**config.mk**
```make
export PLATFORM = sky130hd
export DESIGN_NAME = cam_capture
export DESIGN_NICKNAME = d
export VERILOG_FILES = /design/src/rtl/cam_capture.sv
export SDC_FILE = /design/constraint.sdc
export NUM_CORES = 1
export LEC_CHECK = 0
export ABC_AREA = 1
export BUFFER_PORTS_ARGS = -buffer_cell sky130_fd_sc_hd__clkbuf_2
export CORE_AREA = 2 2 70 72
export DETAILED_ROUTE_END_ITERATION = 10
export DIE_AREA = 0 0 72 74
export PLACE_DENSITY_LB_ADDON = 0.15
export SLEW_MARGIN = 25
export SYNTH_ARGS = -nofsm -noshare
export SYNTH_HDL_FRONTEND = slang
export SYNTH_SLANG_ARGS = --single-unit
```
**constraint.sdc**
```tcl
create_clock -name clk -period 2.1 [get_ports clk]
set_input_delay 0.42 -clock clk [delete_from_list [all_inputs] [get_ports clk]]
set_output_delay 0.42 -clock clk [all_outputs]
set_load 0.02 [all_outputs]
```
**src/rtl/cam_capture.sv**
```systemverilog
`timescale 1ns/1ps
// cam_capture: oversampled OV7670-style receiver that packs RGB565 byte pairs into
// sequential RGB332 frame-buffer writes. Define CAM_CAPTURE_TESTPAT_EN for colour bars.
module cam_capture #(
  parameter int H_PIX = 160,
  parameter int V_PIX = 120,
  parameter int AW    = 15
) (
  input  logic          clk,
  input  logic          rst,
  input  logic          CAM_pclk,
  input  logic          CAM_vsync,
  input  logic          CAM_href,
  input  logic [7:0]    CAM_px_data,
  output logic [AW-1:0] mem_addr,
  output logic [7:0]    mem_data,
  output logic          mem_we,
  output logic          frame_done,
  output logic          overflow
);

  localparam logic [1:0] WAIT_VS    = 2'd0;
  localparam logic [1:0] WAIT_START = 2'd1;
  localparam logic [1:0] BYTE1      = 2'd2;
  localparam logic [1:0] BYTE2      = 2'd3;

  // One extra address bit so the limit is representable even when H_PIX*V_PIX == 2**AW.
  localparam logic [AW:0] PIX_LIMIT = (AW+1)'(H_PIX * V_PIX);

  function automatic logic [7:0] rgb565_to_rgb332(input logic [5:0] hi, input logic [7:0] lo);
    return {hi, lo[4:3]};
  endfunction

`ifdef CAM_CAPTURE_TESTPAT_EN
  localparam int XW = $clog2(H_PIX) + 1;

  function automatic logic [7:0] bar_color(input logic [XW-1:0] col);
    logic [31:0] bar;
    bar = (32'(col) * 32'd8) / 32'(H_PIX);
    case (bar)
      32'd0:   return 8'hFF;
      32'd1:   return 8'hFC;
      32'd2:   return 8'h1F;
      32'd3:   return 8'h1C;
      32'd4:   return 8'hE3;
      32'd5:   return 8'hE0;
      32'd6:   return 8'h03;
      default: return 8'h00;
    endcase
  endfunction

  logic [XW-1:0] x;
`endif

  logic        pclk_s1, pclk_s2, pclk_s3;
  logic        vsync_s1, vsync_s2, vsync_s3;
  logic        href_s1, href_s2;
  logic [7:0]  data_s1, data_s2;
  logic [1:0]  state;
  logic [5:0]  byte1_hi;
  logic [AW:0] addr_q;

  logic pclk_rise, vs_rise, vs_fall, byte_stb;

  assign pclk_rise = pclk_s2 & ~pclk_s3;
  assign vs_rise   = vsync_s2 & ~vsync_s3;
  assign vs_fall   = ~vsync_s2 & vsync_s3;
  assign byte_stb  = pclk_rise & href_s2;
  assign mem_addr  = addr_q[AW-1:0];

  always_ff @(posedge clk or posedge rst) begin
    if (rst) begin
      pclk_s1    <= 1'b0;
      pclk_s2    <= 1'b0;
      pclk_s3    <= 1'b0;
      vsync_s1   <= 1'b0;
      vsync_s2   <= 1'b0;
      vsync_s3   <= 1'b0;
      href_s1    <= 1'b0;
      href_s2    <= 1'b0;
      data_s1    <= 8'h00;
      data_s2    <= 8'h00;
      state      <= WAIT_VS;
      byte1_hi   <= 6'd0;
      addr_q     <= '0;
      mem_data   <= 8'h00;
      mem_we     <= 1'b0;
      frame_done <= 1'b0;
      overflow   <= 1'b0;
`ifdef CAM_CAPTURE_TESTPAT_EN
      x          <= '0;
`endif
    end else begin
      // Synchroniser: every camera signal sees the same two-flop delay.
      pclk_s1  <= CAM_pclk;
      pclk_s2  <= pclk_s1;
      pclk_s3  <= pclk_s2;
      vsync_s1 <= CAM_vsync;
      vsync_s2 <= vsync_s1;
      vsync_s3 <= vsync_s2;
      href_s1  <= CAM_href;
      href_s2  <= href_s1;
      data_s1  <= CAM_px_data;
      data_s2  <= data_s1;

      // Capture stage: strobes default low, address trails each write by one cycle.
      mem_we     <= 1'b0;
      frame_done <= 1'b0;
      if (mem_we) addr_q <= addr_q + (AW+1)'(1);
`ifdef CAM_CAPTURE_TESTPAT_EN
      if (!href_s2) x <= '0;
`endif

      case (state)
        WAIT_VS: begin
          if (vsync_s2) state <= WAIT_START;
        end
        WAIT_START: begin
          if (vs_fall) begin
            state    <= BYTE1;
            addr_q   <= '0;
            overflow <= 1'b0;
`ifdef CAM_CAPTURE_TESTPAT_EN
            x        <= '0;
`endif
          end
        end
        BYTE1: begin
          if (vs_rise) begin
            frame_done <= 1'b1;
            state      <= WAIT_START;
          end else if (byte_stb) begin
            byte1_hi <= {data_s2[7:5], data_s2[2:0]};
            state    <= BYTE2;
          end
        end
        BYTE2: begin
          if (byte_stb) begin
            if (addr_q == PIX_LIMIT) begin
              overflow <= 1'b1;
            end else begin
              mem_we <= 1'b1;
`ifdef CAM_CAPTURE_TESTPAT_EN
              mem_data <= bar_color(x);
`else
              mem_data <= rgb565_to_rgb332(byte1_hi, data_s2);
`endif
            end
`ifdef CAM_CAPTURE_TESTPAT_EN
            if (x != '1) x <= x + XW'(1);
`endif
          end
          // A coincident vsync rise still lets the final pixel write above.
          if (vs_rise) begin
            frame_done <= 1'b1;
            state      <= WAIT_START;
          end else if (byte_stb || !href_s2) begin
            state <= BYTE1;
          end
        end
        default: state <= WAIT_VS;
      endcase
    end
  end

endmodule
```
# After elaboration in Yosys (flattened, before gate mapping)
# Index checks and enable logic that the tools add are counted.
# totals
word_cells	65
regBits	59
output_inout_bits	26
# classes
n_addsub	1
bitwise	9
eq_ne	10
mux	19
n_reduce_logical	9
# ops
operator	count
$mux W16	3
$add A16 B1 Y16 const B	1
$eq A16 B15 Y1 const B	1
$mux W2	6
$mux W1	8
$ne A2 B2 Y1 const B	4
$pmux W2 S4	1
$reduce_and A4 Y1	2
$ne A3 B3 Y1 const B	2
$reduce_and A3 Y1	2
$not A1 Y1	5
$and A1 B1 Y1	4
$eq A2 B2 Y1 const B	2
$eq A2 B1 Y1 const B	1
$logic_not A2 Y1	1
$pmux W1 S2	1
$reduce_bool A2 Y1	1
$reduce_or A2 Y1	1
$logic_not A1 Y1	1
$logic_or A1 B1 Y1	1

# Logic depth before layout (Yosys ltp)
# Gate-level depths: netlist of the first run.
# logic_depth
ltp_word	7
mapped_depth	9
ltp_nobuf	9

# Worst setup path after synthesis of the first run
# No wires, ideal clock.
# synth_timing
path_type	reg-to-reg
startpoint	register mem_we
endpoint	register addr_q[11]
synth_period_minus_slack_ns	1.252
setup_slack_ns	0.848
required_ns	1.981
path_stages_with_launch	8
arrival_ns	1.133
cell_sequence	dfrtp_1 nand2_1 nor2_4 nand3_2 nor2_2 nand2_1 nor2_1 nor2_1
# synth_between
elab_chain_cells	3
# synth_rtl
item	line_no	text
start, declared	17	output logic mem_we,
start signal, assigned	87	mem_we <= 1'b0;
start signal, assigned	107	mem_we <= 1'b0;
start signal, assigned	142	mem_we <= 1'b1;
$mux W16 *	109	if (mem_we) addr_q <= addr_q + (AW+1)'(1);
$mux W16	119	if (vs_fall) begin
$mux W16 *	114	case (state)
end signal, assigned	109	
end, declared	61	logic [AW:0] addr_q;
# Every way passes the cells marked *; elsewhere a longest branch is shown, timed or not.
# A chain may end at the register's enable or synchronous reset.

# Final worst setup path of the first run
# layout_timing
startpoint	register addr_q[1]
endpoint	register mem_data[0]
# layout_between
elab_chain_cells	3
# layout_rtl
item	line_no	text
$eq A16 B15 Y1	139	if (addr_q == PIX_LIMIT) begin
$not A1 Y1 (no source line)	--	
$reduce_and A3 Y1 (no source line)	--	
end signal, assigned	146	mem_data <= rgb565_to_rgb332(byte1_hi, data_s2);
end, declared	16	output logic [7:0] mem_data,
# No other way between the ends.

==> impl_metrics.csv, run 1 <==
group,metric,value,unit
outcome,status,"finished, final reports clean",
global_route,grt_pass1_wl,6.69,mm
timing,finalCriticalPeriod,1.48,ns
power_and_ir_drop,p_int,0.00224,W
yosys,synth.cell_area,2420,um^2
cts,cts_buffer_depth,2,
power_and_ir_drop,p_total,0.00314,W
placement,gp_congestion,0.820,
cts,root_buffer,"clkbuf_8",
finish,num_antenna_cells,0,
power_and_ir_drop,pwr-share-comb,17.5,%
yosys,yosys_warnings,0,
setup_path,critPathMaxStageDelay,0.41,ns
timing,worst_slack,0.620,ns
cts,numCtsBuffers,9,
finish,final_cells,351,
setup_path,critical_path_arrival,1.70,ns
global_route,grt_pass1_vias,1541,
setup_path,worstPathRequired,2.32,ns
floorplan,ios,39,
drt,firstDrtPassIters,4,
power_and_ir_drop,p_sw_share,28.6,%
timing,rsz0062_at_grt,"false",
drt,route.detailed.drc,0,
floorplan,core_area,4600,um^2
timing,fmax,676,MHz
cts,path_clk_slew,0.07,ns
hold_path,hold_path_class,"in2async",
timing,min_period_over_period,70.5,%
timing,relSlewSlack,79.1,%
global_route,antenna_found_initial,0,
drt,wl_per_cell,11.2,um
finish,nets,307,
floorplan,die_area,5330,um^2
cts,cts_tree,"yes",
finish,area_growth,15.8,%
cts,ctsHoldBuffers,0,
power_and_ir_drop,p_leak,1.48,nW
timing,clock_skew,0.0104,ns
yosys,ys_ff_latch,59,
global_route,grt_use_total,17.1,%
placement,pre_cts_slack,0.615,ns
floorplan,rows,25,
placement,place_hpwl,2.76,mm
floorplan,die_h,74,um
global_route,grt_overflow,0,
power_and_ir_drop,power.switching,0.000900,W
setup_path,crit_path_start_kind,"flop",
timing,report.final.slew_viol_count,0,
drt,dr_total_vias,1658,
yosys,syn_inst,258,
drt,drt-vias-per-instance,4.72,
power_and_ir_drop,seq_power_share,45.6,%
cts,post-cts-setup-buffers,0,
global_route,grt_max_degree,60,
drt,drt-initial-drc-count,62,
timing,hold_viol_final,0,
drt,wl,3.95,mm
floorplan,initial_core_util,52.7,%
setup_path,endpoint_kind,"flop",
setup_path,cpMaxStageDelayCell,"dfrtp_1",
yosys,synth.net_count,273,
setup_path,r2r_slack,0.62,ns
setup_path,crit_buf_inv,2,
flow_run,drv_cap,0,
setup_path,cp_top_family,"simple AND/OR/NAND/NOR gates",
floorplan,die_w,72,um
yosys,ys_seq_area_share,60.9,%
setup_path,critPathMaxFanout,13,
setup_path,worstPathCellList,"inv_1 -> ha_1 -> nand3_1 -> nor2_1 -> nand2_1 -> nand2_2 -> inv_1 -> nand2_1 -> nand2_1",
power_and_ir_drop,clkPwrFrac,36.9,%
cts,cts_sinks,59,
power_and_ir_drop,power_density,1120,nW/um^2
finish,final_layout_size_suffix_gt1_share,23.9,%
cts,cts_resized,0,
cts,cts_htree_levels,3,
yosys,synth_area_per_cell,9.39,um^2
placement,numPlacedInstances,335,
cts,clock_latency,0.33,ns
yosys,yosys.cell_types.count,23,
setup_path,crit_type,"reg2reg",
timing,finalSetupTns,0,ns
timing,tightest_slew,0.313,ns
placement,port_buffers,38,
timing,setup_violations,0,
drt,antenna_left,0,
setup_path,crit_top_cell,"nand2_1",
power_and_ir_drop,vdd_drop_max,0.764,mV
## area by class of cell
cell class | count | area [um^2]
clock buffers | 12 | 155
repair buffers | 40 | 218
flip-flops and latches | 59 | 1480
inverters | 31 | 116
clock inverters | 4 | 72.6
well taps | 54 | 67.6
fillers | 396 | 1790
multi-input cells | 151 | 702
## cells by family (layout without fill, tap and decap cells)
group / count (synthesis) / after routing / synth area share, %
flops: 59 / 59 / 60.9
simple gates: 123 / 123 / 22.0
xor+xnor: 2 / 2 / 0.723
fa+ha+maj: 2 / 2 / 1.03
compound gates: 24 / 24 / 5.16
buf+inv: 48 / 87 / 10.1
## through the flow
stage / cell area, um^2 / utilization (%) / hold slack, ns
2_1_floorplan: 2420 / - / 0.331
3_3_place_gp: 2580 / 56.1 / 0.332
3_5_place_dp: 2580 / 56.1 / 0.335
4_1_cts: 2810 / 61.1 / 0.124
5_1_grt: 2810 / 61.1 / 0.159
6_report: 2810 / 61.1 / 0.123
## cell usage in the layout, fill, tap and decap left out, types with 6 or more instances in the layout
cell type  Yosys  final
nand3_1       13     13
nor2_1        34     34
inv_1         29     28
a21oi_1       13     13
nand2_2        6      6
nand2_1       60     60
o21ai_1        6      6
clkbuf_8       0     11
dfrtp_1       59     59
clkbuf_2       0     38
## power groups by stage
stage	sequential, W	clock [W]	combinational, W
2_1_floorplan	0.00152	0	0.000325
5_1_grt	0.00146	0.00123	0.000627
3_3_place_gp	0.00145	0	0.000548
4_1_cts	0.00144	0.00119	0.000562
6_report	0.00143	0.00116	0.000550
3_5_place_dp	0.00146	0	0.000560
## worst paths after layout
check	depth (start not counted)	start	to
worst max-delay path	9	addr_q[1]	mem_data[0]
worst min-delay path	3	rst	addr_q[12]
worst max register to register	9	addr_q[1]	mem_data[0]
worst min register to register	0	data_s1[3]	data_s2[3]
max in group asynchronous	3	rst	data_s2[5]
min in group clk	1	CAM_px_data[3]	data_s1[3]
## routing by layer
layer  share of wire, %  vias to the layer above  GRT usage [%]
li1                   -                      849              -
met1                 46                      767           20.0
met2                 49                       32           27.6
met3                3.6                       10           4.61
met4                2.4                        0           12.2
met5                  0                        -              0
## registers in the layout, indices dropped and copies added, names as in the netlist, 2 cells and up
name      flops
addr_q       16
data_s1       8
mem_data      8
data_s2       8
byte1_hi      6
state         2
## Yosys cell counts (all sizes together)
cell    number  area share, %
xor2         1           0.36
nand2       66             11
nor3         2           0.41
nand3       14            3.1
nand4        1           0.26
inv         31            4.8
buf         17            5.3
a21oi       13            2.7
nor2        40            7.4
o21ai        9            1.9
ha           2            1.0
xnor2        1           0.36
a211oi       1           0.31
o31ai        1           0.31
dfrtp       59             61
## worst min-delay path, stage by stage
cell and delay [ns]:
clkbuf_2 0.09, inv_2 0.06, buf_12 0.27
(Power assumes the default switching activity.)
==> run 2: changes to the inputs <==
--- a/config.mk
+++ b/config.mk
@@ -5,11 +5,11 @@
 export SDC_FILE = /design/constraint.sdc
 export NUM_CORES = 1
 export LEC_CHECK = 0
-export ABC_AREA = 1
+export ABC_AREA = 0
 export BUFFER_PORTS_ARGS = -buffer_cell sky130_fd_sc_hd__clkbuf_2
-export CORE_AREA = 2 2 70 72
+export CORE_AREA = 2 2 72 74
 export DETAILED_ROUTE_END_ITERATION = 10
-export DIE_AREA = 0 0 72 74
+export DIE_AREA = 0 0 74 76
 export PLACE_DENSITY_LB_ADDON = 0.15
 export SLEW_MARGIN = 25
 export SYNTH_ARGS = -nofsm -noshare
==> constraint.sdc (replaced) <==
create_clock -name clk -period 1.2 [get_ports clk]
set_input_delay 0.24 -clock clk [delete_from_list [all_inputs] [get_ports clk]]
set_output_delay 0.24 -clock clk [all_outputs]
set_load 0.02 [all_outputs]
==> run 2 against run 1 <==
The flow now finishes with violations (negative setup slack). Combinational power grew to 2.8 times the previous value. Non-clock buffer count is 71 higher. Cell count is 2.0% higher. Critical path type unchanged. Largest power group unchanged.
==> impl_metrics.csv, run 2 <==
group,metric,value,unit
floorplan,die_h,76,um
yosys,netlist.area_leader.share,63.5,%
setup_path,r2r_slack,-0.72,ns
setup_path,worstPathCellList,"or4_4 -> nor4b_4 -> buf_4 -> a31oi_4 -> mux2_2",
setup_path,crit_path_start_kind,"flop",
cts,cts_sinks,59,
finish,top_register,"addr_q",
timing,clock_skew,0.00733,ns
placement,gp_congestion,0.813,
finish,fill_cells,279,
yosys,synth_area_per_cell,13.0,um^2
floorplan,die_w,74,um
finish,final_common_cell,"dfrtp_1",
floorplan,die_area,5620,um^2
setup_path,timing.rr.start,"addr_q[6]",
floorplan,core_area,4910,um^2
setup_path,critical_path_arrival,2.13,ns
hold_path,min_to,"pclk_s1",
finish,area_growth,67.0,%
finish,final_cell_mix,"56 x dfrtp_1, 36 x buf_6, 33 x buf_4",
placement,port_buffers,38,
outcome,status,"complete, but fails checks",
setup_path,rr_worst_depth,5,
yosys,async_reset_ff_share,100,%
cts,cts_buffer_depth,2,
global_route,grt_overflow,0,
finish,fin_area,3880,um^2
timing,min_period_over_period,160,%
global_route,grt_pass1_vias,1901,
setup_path,cp-startpoint,"addr_q[6]",
timing,relSlewSlack,70.8,%
yosys,yosys.cell_types.count,33,
yosys,yosys_warnings,0,
timing,rsz0062_at_grt,"true",
yosys,yosysMostFrequentCell,"dfrtp_1",
setup_path,timing.rr.end,"mem_data[7]",
yosys,synthTopCellsByArea,"dfrtp_1 64%, mux2_2 7.8%, buf_4 4.8%",
setup_path,crit_type,"reg2reg",
timing,fmax,520,MHz
cts,clock_latency,0.33,ns
hold_path,whs_path_depth,1,
timing,worst_slack,-0.723,ns
yosys,synth.net_count,194,
timing,report.final.slew_viol_count,0,
timing,tightest_slew,0.437,ns
global_route,grt_use_total,21.6,%
placement,placement.cell_area,2900,um^2
yosys,ys.flop_type,"dfrtp_1",
placement,numPlacedInstances,312,
drt,drt-vias-per-instance,4.95,
drt,firstDrtPassIters,4,
drt,antenna_left,0,
yosys,synth_top_area_cell,"dfrtp_1",
floorplan,ios,39,
global_route,antenna_found_initial,0,
timing,holdWs,0.0154,ns
global_route,grt_max_degree,60,
setup_path,cpMaxStageDelayCell,"or4_4",
outcome,violations,"negative setup slack",
cts,cts_tree,"yes",
power_and_ir_drop,power_density,1590,nW/um^2
finish,final_cells,358,
timing,finalCriticalPeriod,1.92,ns
drt,wl_per_cell,16.8,um
finish,nets,299,
finish,final_layout_size_suffix_gt1_share,61.1,%
cts,numCtsBuffers,9,
yosys,ys_seq_area_share,63.5,%
flow_run,drv_cap,0,
placement,place_hpwl,3.28,mm
timing,hold_viol_final,0,
cts,path_clk_slew,0.07,ns
drt,route.detailed.drc,0,
yosys,synth.cell_area,2320,um^2
yosys,syn_inst,179,
drt,dr_total_vias,1773,
yosys,synth-edff-count,0,
yosys,synth_common_cells,"59 x dfrtp_1, 16 x mux2_2, 15 x buf_4, 14 x nor2_1, 9 x nand2_1",
floorplan,rows,26,
finish,largest_reg_flops,16,
floorplan,initial_core_util,47.3,%
setup_path,endpoint_kind,"flop",
setup_path,critPathMaxFanout,5,
drt,drt-initial-drc-count,103,
power_and_ir_drop,p_leak,1.85,nW
cts,cts_htree_levels,3,
power_and_ir_drop,vdd_drop_max,1.23,mV
timing,finalSetupTns,-14.44,ns
hold_path,hp-start,"CAM_pclk",
timing,setup_violations,46,
finish,num_antenna_cells,0,
setup_path,critPathMaxStageDelay,0.55,ns
hold_path,hold_path_class,"in2reg",
setup_path,worstPathRequired,1.41,ns
drt,wl,6.01,mm
global_route,grt_pass1_wl,9.09,mm
yosys,ys_ff_latch,59,
cts,root_buffer,"clkbuf_8",
run 2: cell types whose count changed in the layout (fill, tap and decap cells not counted), sizes merged, moves of 6 or more:
cell,before,now
buf,2,85
nand2,66,9
inv,31,5
nor2,40,14
clkbuf,50,34
mux2,0,16
a21oi,13,5
nand3,14,7
o21ai,9,3
xnor2,1,7
run 2: stage by stage:
| stage | utilization [%] | total power, W | setup slack [ns] |
|---|---|---|---|
| after floorplan | - | 0.00302 | -0.649 |
| after global placement | 59.0 | 0.00335 | -0.662 |
| after detailed placement | 59.0 | 0.00341 | -0.702 |
| after CTS | 72.8 | 0.00586 | -0.686 |
| after global routing | 79.0 | 0.00644 | -0.780 |
| final | 79.0 | 0.00618 | -0.723 |
run 2: kinds of logic (layout without fill, tap and decap cells):
kind of cell,after synthesis,after routing,synth area share [%]
flops,59,59,63.5
simple gates,54,54,13.0
buf+inv,24,132,6.35
mux,17,17,8.19
compound gates,12,13,3.72
xor+xnor,11,11,4.15
fa+ha+maj,2,2,1.08
run 2: how the worst max path moves through the flow:
stage,cells past startpoint,end
floorplan,4,mem_data[0]
global placement,4,mem_data[2]
detailed placement,4,mem_data[7]
CTS,5,mem_data[7]
global route,5,mem_data[5]
finish,5,mem_data[7]
run 2: cell type report:
cell class,count,area [um^2],share of cell area (%)
clock buffers,11,151,3.90
repair buffers,111,1050,27.0
multi-input cells,97,991,25.5
clock inverters,4,97.6,2.51
flip-flops and latches,59,1480,38.1
inverters,6,26.3,0.677
well taps,70,87.6,2.26
run 2: critical path, delay by kind of cell, from the launching register on:
family,cells,cell delay (ns)
and+or+nand+nor,2,0.77
DFF,1,0.39
muxes,1,0.31
buffers and inverters,1,0.19
AOI/OAI and AO/OA,1,0.14
run 2: repair_timing:
action | in CTS | in global routing
endpoints found under the setup margin | 47 | 48
buffers inserted | 17 | 23
hold endpoints to repair | 54 | 2
resized for setup | 67 | 59
gates cloned | 2 | 0
pin swaps | 16 | 19
hold buffers | 1 | 2
run 2: metal layers:
metal	global-route usage [%]	part of all wire (%)	wire length [um]
met1	25.9	37	2250
met2	36.3	56	3380
met3	4.37	3.8	231
met4	10.9	2.4	146
met5	0	0	0
run 2: where the power goes:
group / internal (W) / switching, W
sequential: 0.00225 / 0.000157
combinational: 0.000834 / 0.000705
clock: 0.00148 / 0.000753
total: 0.00457 / 0.00161
==> run 3: changes to the inputs <==
--- a/config.mk
+++ b/config.mk
@@ -7,9 +7,9 @@
 export LEC_CHECK = 0
 export ABC_AREA = 0
 export BUFFER_PORTS_ARGS = -buffer_cell sky130_fd_sc_hd__clkbuf_2
-export CORE_AREA = 2 2 72 74
+export CORE_AREA = 2 2 92 59
 export DETAILED_ROUTE_END_ITERATION = 10
-export DIE_AREA = 0 0 74 76
+export DIE_AREA = 0 0 94 61
 export PLACE_DENSITY_LB_ADDON = 0.15
 export SLEW_MARGIN = 25
 export SYNTH_ARGS = -nofsm -noshare
==> run 3 against run 2 <==
The flow still finishes with violations (negative setup slack). Die area increased by 2.0%. Core utilization decreased by 1.2 points. Clock-buffer cell count decreased by 2. Global-route usage decreased by 0.76 points. Highest routed layer unchanged.
==> impl_metrics.csv, run 3 (synthesis gave the netlist of run 2 again) <==
group,metric,value,unit
timing,setup_violations,44,
setup_path,worstPathCellList,"or4_4 -> nor4b_4 -> buf_4 -> a31oi_4 -> mux2_4",
placement,gp_congestion,0.801,
setup_path,crit_path_start_kind,"flop",
power_and_ir_drop,power_density,1450,nW/um^2
placement,port_buffers,38,
timing,min_period_over_period,165,%
outcome,violations,"negative setup slack",
cts,root_buffer,"clkbuf_8",
cts,clock_latency,0.33,ns
finish,fin_area,3800,um^2
finish,final_cell_mix,"56 x dfrtp_1, 36 x buf_4, 31 x buf_6",
timing,worst_slack,-0.779,ns
cts,cts_buffer_depth,2,
cts,path_clk_slew,0.07,ns
placement,place_hpwl,3.32,mm
floorplan,initial_core_util,47.6,%
drt,drt-initial-drc-count,115,
finish,final_common_cell,"dfrtp_1",
drt,antenna_left,0,
drt,firstDrtPassIters,4,
global_route,grt_max_degree,60,
power_and_ir_drop,p_int,0.00391,W
setup_path,crit_buf_inv,1,
finish,largest_reg_flops,16,
floorplan,core_area,4880,um^2
power_and_ir_drop,pwr-share-comb,23.0,%
floorplan,rows,20,
floorplan,die_h,61,um
finish,fin_util,77.8,%
flow_run,drv_cap,0,
timing,report.final.slew_viol_count,0,
finish,top_register,"addr_q",
global_route,antenna_found_initial,0,
timing,clock_skew,0.00593,ns
timing,relSlewSlack,67.4,%
global_route,grt_pass1_vias,1748,
finish,fill_cells,293,
setup_path,crit_type,"reg2reg",
setup_path,cp_top_family,"simple AND/OR/NAND/NOR gates",
timing,fmax,505,MHz
cts,cts_sinks,59,
timing,finalCriticalPeriod,1.98,ns
drt,wl_per_cell,15.7,um
cts,cts_htree_levels,3,
floorplan,die_area,5730,um^2
placement,placement.cell_area,2900,um^2
finish,area_growth,63.4,%
setup_path,worstPathRequired,1.42,ns
setup_path,critical_path_arrival,2.20,ns
drt,route.detailed.drc,0,
cts,numCtsBuffers,9,
finish,nets,301,
power_and_ir_drop,power.switching,0.00159,W
drt,dr_total_vias,1780,
timing,hold_viol_final,0,
power_and_ir_drop,p_leak,1.82,nW
finish,final_layout_size_suffix_gt1_share,58.8,%
hold_path,hold_path_class,"in2reg",
drt,drt-vias-per-instance,4.99,
setup_path,critPathMaxFanout,5,
floorplan,ios,39,
placement,pre_cts_slack,-0.689,ns
power_and_ir_drop,clkPwrFrac,32.7,%
setup_path,critPathMaxStageDelay,0.55,ns
timing,tightest_slew,0.483,ns
setup_path,endpoint_kind,"flop",
cts,cts_tree,"yes",
drt,wl,5.59,mm
global_route,grt_use_total,20.9,%
timing,rsz0062_at_grt,"true",
finish,num_antenna_cells,0,
setup_path,cpMaxStageDelayCell,"or4_4",
power_and_ir_drop,seq_power_share,44.3,%
outcome,status,"complete, but fails checks",
power_and_ir_drop,p_sw_share,28.9,%
floorplan,die_w,94,um
power_and_ir_drop,vdd_drop_max,1.06,mV
global_route,grt_overflow,0,
global_route,grt_pass1_wl,8.65,mm
[run 3: changes by cell type in the layout (fill, tap and decap cells not counted), moves of 2 or more]
cell | before | now
inv_6 | 0 | 2
dlygate4sd3_1 | 3 | 6
buf_4 | 33 | 36
bufinv_16 | 3 | 1
buf_6 | 36 | 31
nor2_1 | 12 | 14
nor2_4 | 2 | 0
[run 3: area by class of cell]
cell class                      count  area, um^2  area share (%)
Timing Repair Buffer              113        1070            28.2
Sequential cell                    59        1480            39.0
Inverter                            6        26.3           0.692
Clock buffer                        9         124            3.26
Multi-Input combinational cell     97         936            24.6
Tap cell                           66        82.6            2.17
Clock inverter                      7        76.3            2.01
[run 3: per-layer routing]
| metal | vias to the layer above | global-route usage [%] | wire length (um) |
|---|---|---|---|
| met1 | 901 | 28.0 | 2560 |
| met3 | 11 | 5.84 | 240 |
| met2 | 48 | 33.3 | 2700 |
| li1 | 820 | - | - |
| met5 | - | 0 | 0 |
| met4 | 0 | 8.07 | 93 |
[run 3: power by group through the flow]
stage / combinational (W) / clock, W / sequential [W]
finish: 0.00126 / 0.00180 / 0.00244
detailed placement: 0.000939 / 0 / 0.00244
floorplan: 0.000462 / 0 / 0.00256
global placement: 0.000896 / 0 / 0.00242
global route: 0.00134 / 0.00192 / 0.00246
CTS: 0.00116 / 0.00182 / 0.00241
[run 3: path summary, 6_finish.rpt]
| path | start | end | slack, ns | cells past startpoint |
|---|---|---|---|---|
| max | addr_q[7] | mem_data[4] | -0.78 | 5 |
| min | CAM_vsync | vsync_s1 | 0.009 | 1 |
| max reg2reg | addr_q[7] | mem_data[4] | -0.78 | 5 |
| min reg2reg | data_s1[7] | data_s2[7] | 0.35 | 0 |
| max in group asynchronous | rst | mem_we | 0.41 | 4 |
| min in group asynchronous | rst | addr_q[15] | 0.52 | 4 |
[run 3: what timing repair did]
item                       in CTS  in global routing
hold endpoints to repair       59                  5
gates resized for setup        65                 56
setup endpoints to repair      48                 49
setup buffers                  21                 19
gates cloned                    2                  0
hold buffers                    1                  5
pin swaps                      13                 15
[run 3: per-stage QoR]
stage	total power, W	std cells	hold slack [ns]	setup TNS, ns
2_1_floorplan	0.00302	179	0.271	-9.42
3_3_place_gp	0.00332	309	0.329	-10.99
3_5_place_dp	0.00338	309	0.334	-11.83
4_1_cts	0.00538	347	0.00242	-12.60
5_1_grt	0.00573	357	0.00127	-16.84
6_report	0.00550	357	0.00946	-14.67
[run 3: worst register-to-register path, delay by kind of cell, from the launching register on]
family          cells  cell delay [ns]
simple gates        2             0.78
flops               1             0.42
mux                 1             0.33
buf+inv             1             0.19
compound gates      1             0.15
